`src/rtl/decimal_key_debouncer_if.sv`:
```
// Bundles the raw key lines and the debounced outputs of the decimal
// key debouncer. The master side drives key_raw (keypad / bench), the
// slave side is the debouncer itself.
interface decimal_key_debouncer_if;
   logic [9:0] key_raw;
   logic [9:0] d_out;
   logic       key_strobe;
   logic       multi_err;
   logic       busy;

   modport master (
      output key_raw,
      input  d_out,
      input  key_strobe,
      input  multi_err,
      input  busy
   );

   modport slave (
      input  key_raw,
      output d_out,
      output key_strobe,
      output multi_err,
      output busy
   );
endinterface

```
`src/rtl/decimal_key_debouncer.sv`:
```
// Debounces ten active-high decimal key lines and presents the accepted
// digit as a registered one-hot word for a decimal-to-binary encoder.
// A press is accepted after DEBOUNCE_CYCLES identical nonzero samples,
// a release after DEBOUNCE_CYCLES consecutive all-zero samples.
//
// state       | meaning
// ------------+------------------------------------------------------------
// ST_IDLE     | no key seen; waiting for any nonzero synchronized sample
// ST_DEBOUNCE | counting identical nonzero samples of the captured pattern
// ST_HELD     | pattern accepted (or rejected as multi-key); waiting for zero
// ST_RELEASE  | counting consecutive all-zero samples before going idle
module decimal_key_debouncer #(
   parameter int unsigned DEBOUNCE_CYCLES = 4
) (
   input  logic                   clk,
   input  logic                   rst_n,
   decimal_key_debouncer_if.slave kif
);

   localparam logic [1:0] ST_IDLE     = 2'd0;
   localparam logic [1:0] ST_DEBOUNCE = 2'd1;
   localparam logic [1:0] ST_HELD     = 2'd2;
   localparam logic [1:0] ST_RELEASE  = 2'd3;

   // cnt counts samples already seen in the current run, so the run is
   // complete when it reaches DEBOUNCE_CYCLES-1 and the new sample matches.
   localparam logic [15:0] CNT_LAST = 16'(DEBOUNCE_CYCLES - 1);

   logic [9:0]  key_meta;
   logic [9:0]  key_sync;

   logic [1:0]  state;
   logic [1:0]  state_nxt;
   logic [9:0]  sample;
   logic [9:0]  sample_nxt;
   logic [15:0] cnt;
   logic [15:0] cnt_nxt;
   logic [9:0]  d_out_q;
   logic [9:0]  d_out_nxt;
   logic        strobe_q;
   logic        strobe_nxt;
   logic        err_q;
   logic        err_nxt;

   logic        key_any;
   logic        key_same;
   logic        sample_onehot;
   logic        run_done;

   // Two-flop synchronizer; only key_sync is used beyond this point.
   always_ff @(posedge clk or negedge rst_n) begin
      if (!rst_n) begin
         key_meta <= '0;
         key_sync <= '0;
      end else begin
         key_meta <= kif.key_raw;
         key_sync <= key_meta;
      end
   end

   assign key_any       = (key_sync != 10'd0);
   assign key_same      = (key_sync == sample);
   assign sample_onehot = (sample != 10'd0) && ((sample & (sample - 10'd1)) == 10'd0);
   assign run_done      = (cnt >= CNT_LAST);

   // Next-state, counter and output decisions for the press/release FSM.
   always_comb begin
      state_nxt  = state;
      sample_nxt = sample;
      cnt_nxt    = cnt;
      d_out_nxt  = d_out_q;
      strobe_nxt = 1'b0;
      err_nxt    = 1'b0;

      case (state)
         ST_IDLE: begin
            if (key_any) begin
               sample_nxt = key_sync;
               cnt_nxt    = 16'd1;
               state_nxt  = ST_DEBOUNCE;
            end
         end

         ST_DEBOUNCE: begin
            if (!key_any) begin
               state_nxt = ST_IDLE;
            end else if (!key_same) begin
               sample_nxt = key_sync;
               cnt_nxt    = 16'd1;
            end else if (!run_done) begin
               cnt_nxt = cnt + 16'd1;
            end else begin
               state_nxt = ST_HELD;
               if (sample_onehot) begin
                  d_out_nxt  = sample;
                  strobe_nxt = 1'b1;
               end else begin
                  err_nxt = 1'b1;
               end
            end
         end

         // Extra or different keys while held are deliberately ignored.
         ST_HELD: begin
            if (!key_any) begin
               cnt_nxt   = 16'd1;
               state_nxt = ST_RELEASE;
            end
         end

         ST_RELEASE: begin
            if (key_any) begin
               state_nxt = ST_HELD;
            end else if (!run_done) begin
               cnt_nxt = cnt + 16'd1;
            end else begin
               d_out_nxt = 10'd0;
               state_nxt = ST_IDLE;
            end
         end

         default: begin
            state_nxt = ST_IDLE;
            d_out_nxt = 10'd0;
         end
      endcase
   end

   // FSM state, sample/counter and registered outputs.
   always_ff @(posedge clk or negedge rst_n) begin
      if (!rst_n) begin
         state    <= ST_IDLE;
         sample   <= '0;
         cnt      <= '0;
         d_out_q  <= '0;
         strobe_q <= 1'b0;
         err_q    <= 1'b0;
      end else begin
         state    <= state_nxt;
         sample   <= sample_nxt;
         cnt      <= cnt_nxt;
         d_out_q  <= d_out_nxt;
         strobe_q <= strobe_nxt;
         err_q    <= err_nxt;
      end
   end

   assign kif.d_out      = d_out_q;
   assign kif.key_strobe = strobe_q;
   assign kif.multi_err  = err_q;
   assign kif.busy       = (state != ST_IDLE);

endmodule

```
`src/flat_wrapper.sv`:
```
// flat-port wrapper written by rule: the top's interface ports become plain ports
module decimal_key_debouncer_flat 
#(
   parameter int unsigned DEBOUNCE_CYCLES = 4
)
  (clk, rst_n, kif_key_raw, kif_d_out, kif_key_strobe, kif_multi_err, kif_busy);
  decimal_key_debouncer_if kif_i ();
  input  logic clk;
  input  logic rst_n;
  input wire logic [$bits(kif_i.key_raw)-1:0] kif_key_raw;
  output wire logic [$bits(kif_i.d_out)-1:0] kif_d_out;
  output wire logic [$bits(kif_i.key_strobe)-1:0] kif_key_strobe;
  output wire logic [$bits(kif_i.multi_err)-1:0] kif_multi_err;
  output wire logic [$bits(kif_i.busy)-1:0] kif_busy;
  assign kif_i.key_raw = kif_key_raw;
  assign kif_d_out = kif_i.d_out;
  assign kif_key_strobe = kif_i.key_strobe;
  assign kif_multi_err = kif_i.multi_err;
  assign kif_busy = kif_i.busy;
  decimal_key_debouncer #(.DEBOUNCE_CYCLES(DEBOUNCE_CYCLES)) u_core (.clk(clk), .rst_n(rst_n), .kif(kif_i));
endmodule
```
`config.mk`:
```
export PLATFORM = sky130hd
export DESIGN_NAME = decimal_key_debouncer_flat
export DESIGN_NICKNAME = d
export VERILOG_FILES = /design/src/rtl/decimal_key_debouncer_if.sv /design/src/rtl/decimal_key_debouncer.sv /design/src/flat_wrapper.sv
export SDC_FILE = /design/constraint.sdc
export NUM_CORES = 1
export LEC_CHECK = 0
export ABC_AREA = 1
export CORE_MARGIN = 3
export CORE_UTILIZATION = 40
export CTS_CLUSTER_SIZE = 10
export DETAILED_ROUTE_END_ITERATION = 10
export GPL_TIMING_DRIVEN = 0
export PLACE_DENSITY = 0.61
export SLEW_MARGIN = 25
export SYNTH_ARGS = -nofsm -noshare
export SYNTH_HDL_FRONTEND = slang
export SYNTH_SLANG_ARGS = --single-unit
```
`constraint.sdc`:
```
create_clock -name clk -period 3.9 [get_ports clk]
set_input_delay 0.585 -clock clk [delete_from_list [all_inputs] [get_ports clk]]
set_output_delay 0.585 -clock clk [all_outputs]
set_load 0.01 [all_outputs]
```
==> impl_metrics.tcl <==
set metrics [dict create \
    pwr-share-clk 0.238 \
    die-area_um2 7460 \
    post_cts_buffers 0 \
    worstSkewPairLatency_ns 0.33 \
    ctsHoldBuffers 0 \
    clk_pin_slew_ns 0.06 \
    vias_per_cell 4.54 \
    layout_common_cells "nand2_1 (88), dfrtp_1 (60), inv_1 (36)" \
    required_ns 3.31 \
    fmax_ghz 0.464 \
    synth_edf_count 0 \
    netlist.area_leader.share 0.581 \
    gp_congestion 0.858 \
    synth_top_flop_cell "dfrtp_1" \
    syn_area_per_cell_um2 8.67 \
    cts_sinks 60 \
    peakVddDrop_mv 0.363 \
    pin_count 25 \
    fin_crit_ns 2.15 \
    period_share 0.552 \
    p_int_mw 1.36 \
    p_per_area_nw_per_um2 694 \
    maxSlewViolCount 0 \
    outcome "finished, final reports clean" \
    yosysWarnings 0 \
    synthDistinctLibCells 24 \
    drc_errors 0 \
    endpoint_kind "output pin" \
    dpl_cell_area_um2 2930 \
    synth-xor-area-share 0 \
    tightest_slew_ns 0.321 \
    fin_cells 411 \
    drtIter0Drc 75 \
    die_x_um 86.4 \
    p_sw_frac 0.370 \
    seq_area_frac_synth 0.581 \
    fin_skew_ns 0.00612 \
    nets 347 \
    syn-num-nets 311 \
    synthesis.area_um2 2580 \
    dp_hpwl_um 3270 \
    drive_gt1_frac 0.128 \
    cap_violations 0 \
    num_antenna_cells 0 \
    area.growth.synth_to_final_pct 20.5 \
    grt_pass1_vias 1794 \
    rsz0062_at_grt "no" \
    relSlewSlack 0.786 \
    whs_ns 0.126 \
    core-area_um2 6100 \
    seqPwrFrac 0.399 \
    port_buffers 24 \
    cts_buffers 9 \
    row_count 28 \
    htree_num_levels 3 \
    cts_root_buffer "clkbuf_8" \
    yosys.area.top_type "dfrtp_1" \
    finalSetupViolCount 0 \
    start_util 0.424 \
    synthAdderAreaFrac 0.00484 \
    post-route-cell-area_um2 3110 \
    grt_pass1_wl_um 8180 \
    final_common_cell "nand2_1" \
    tns_ns 0 \
    synth.area.mux_share 0 \
    switching_power_uw 798 \
    overflow 0 \
    track_usage 0.143 \
    synth_compound_area_frac 0.0426 \
    async_flop_share 1.00 \
    grt_max_degree 42 \
    critPathKind "reg2out" \
    first_pass_iters 4 \
    synthCells 298 \
    synth_area_leaders "dfrtp_1 (58%), nand2_1 (13%), inv_1 (5.2%), nor2_1 (5.1%), nand3_1 (3.7%)" \
    ctsResizeCount 0 \
    synth_top_family_by_area "simple AND/OR/NAND/NOR gates" \
    dp_cells 398 \
    ctsLongestPathBuffers 2 \
    tritoncts "built" \
    critical_path_arrival_ns 1.57 \
    start_kind "flop" \
    vias 1865 \
    ant_nets 0 \
    routedWlPerCell_um 10.6 \
    yosys.area_share.simple 0.287 \
    finalWirelength_um 4370 \
    fin_util 0.510 \
    critical_path.max_fanout 7 \
    combPwrFrac 0.363 \
    antenna_found_initial 0 \
    p_leak_nw 1.64 \
    hold_path.class "in2async" \
    die_y_um 86.4 \
    ys_seq_elements 60 \
    hold_viol 0 \
]
[layer usage]
layer  GRT usage  vias up  wire (um)
met5           0        -          0
met4      0.0694        0         85
met3      0.0485        8        256
met2       0.199       38       1780
met1       0.200      829       2250
li1            -      990          -
[stage by stage]
stage / power (mW) / setup WS [ns]
6_report: 2.16 / 1.75
5_1_grt: 2.38 / 1.67
4_1_cts: 2.19 / 1.74
3_5_place_dp: 1.67 / 2.11
3_3_place_gp: 1.65 / 0.358
2_1_floorplan: 1.42 / 2.44
[state kept, by name, summed over array words and instances, names as in the netlist, named ones only]
| name | count |
|---|---|
| u_core.state | 1 |
| u_core.key_sync | 10 |
| u_core.kif.key_strobe | 1 |
| u_core.cnt | 16 |
| u_core.sample | 10 |
| u_core.kif.d_out | 10 |
| u_core.key_meta | 10 |
| u_core.kif.multi_err | 1 |
[power groups by stage]
stage	logic (mW)	clock network [mW]	registers (mW)
2_1_floorplan	0.550	0	0.866
3_3_place_gp	0.783	0	0.866
3_5_place_dp	0.799	0	0.869
4_1_cts	0.800	0.534	0.861
5_1_grt	0.927	0.569	0.883
6_report	0.784	0.514	0.861
[layout make-up]
class,instances,area (um^2)
tap,75,93.8
inverter,43,161
buffer,6,55.1
clock buffer,10,138
fill,620,2980
clock inverter,3,40.0
timing repair buffer,25,258
sequential,60,1500
multi-input combinational,189,865
[critical path, stage by stage, from the launching register on]
cell             delay [ns]
dfrtp_1                0.49
inv_1                  0.11
nand2_1                0.10
clkdlybuf4s50_1        0.54
[path summary, 6_finish.rpt]
| check | cells after the start | endpoint | slack, ns | start |
|---|---|---|---|---|
| max in group asynchronous | 2 | u_core.cnt[4] | 3.29 | rst_n |
| setup reg to reg | 10 | u_core.kif.d_out[4] | 2.22 | u_core.sample[1] |
| min in group clk | 0 | u_core.key_sync[7] | 0.35 | u_core.key_meta[7] |
| hold reg to reg | 0 | u_core.key_sync[7] | 0.35 | u_core.key_meta[7] |
| hold / removal | 1 | u_core.kif.d_out[8] | 0.13 | rst_n |
| setup / recovery | 3 | kif_busy | 1.75 | u_core.state[0] |
[logic make-up after synthesis]
family                     Yosys count
AOI/OAI and AO/OA                   19
adders and majority gates            1
buffers and inverters               49
DFF                                 60
and+or+nand+nor                    169
[Yosys cell counts, drive strengths merged, types with 2 or more instances]
cell	instances
nand2	95
dfrtp	60
inv	43
nor2	41
nand3	21
o21ai	15
nand4	7
buf	5
nor3	3
a21oi	2
or2	2
(Power assumes the default switching activity.)
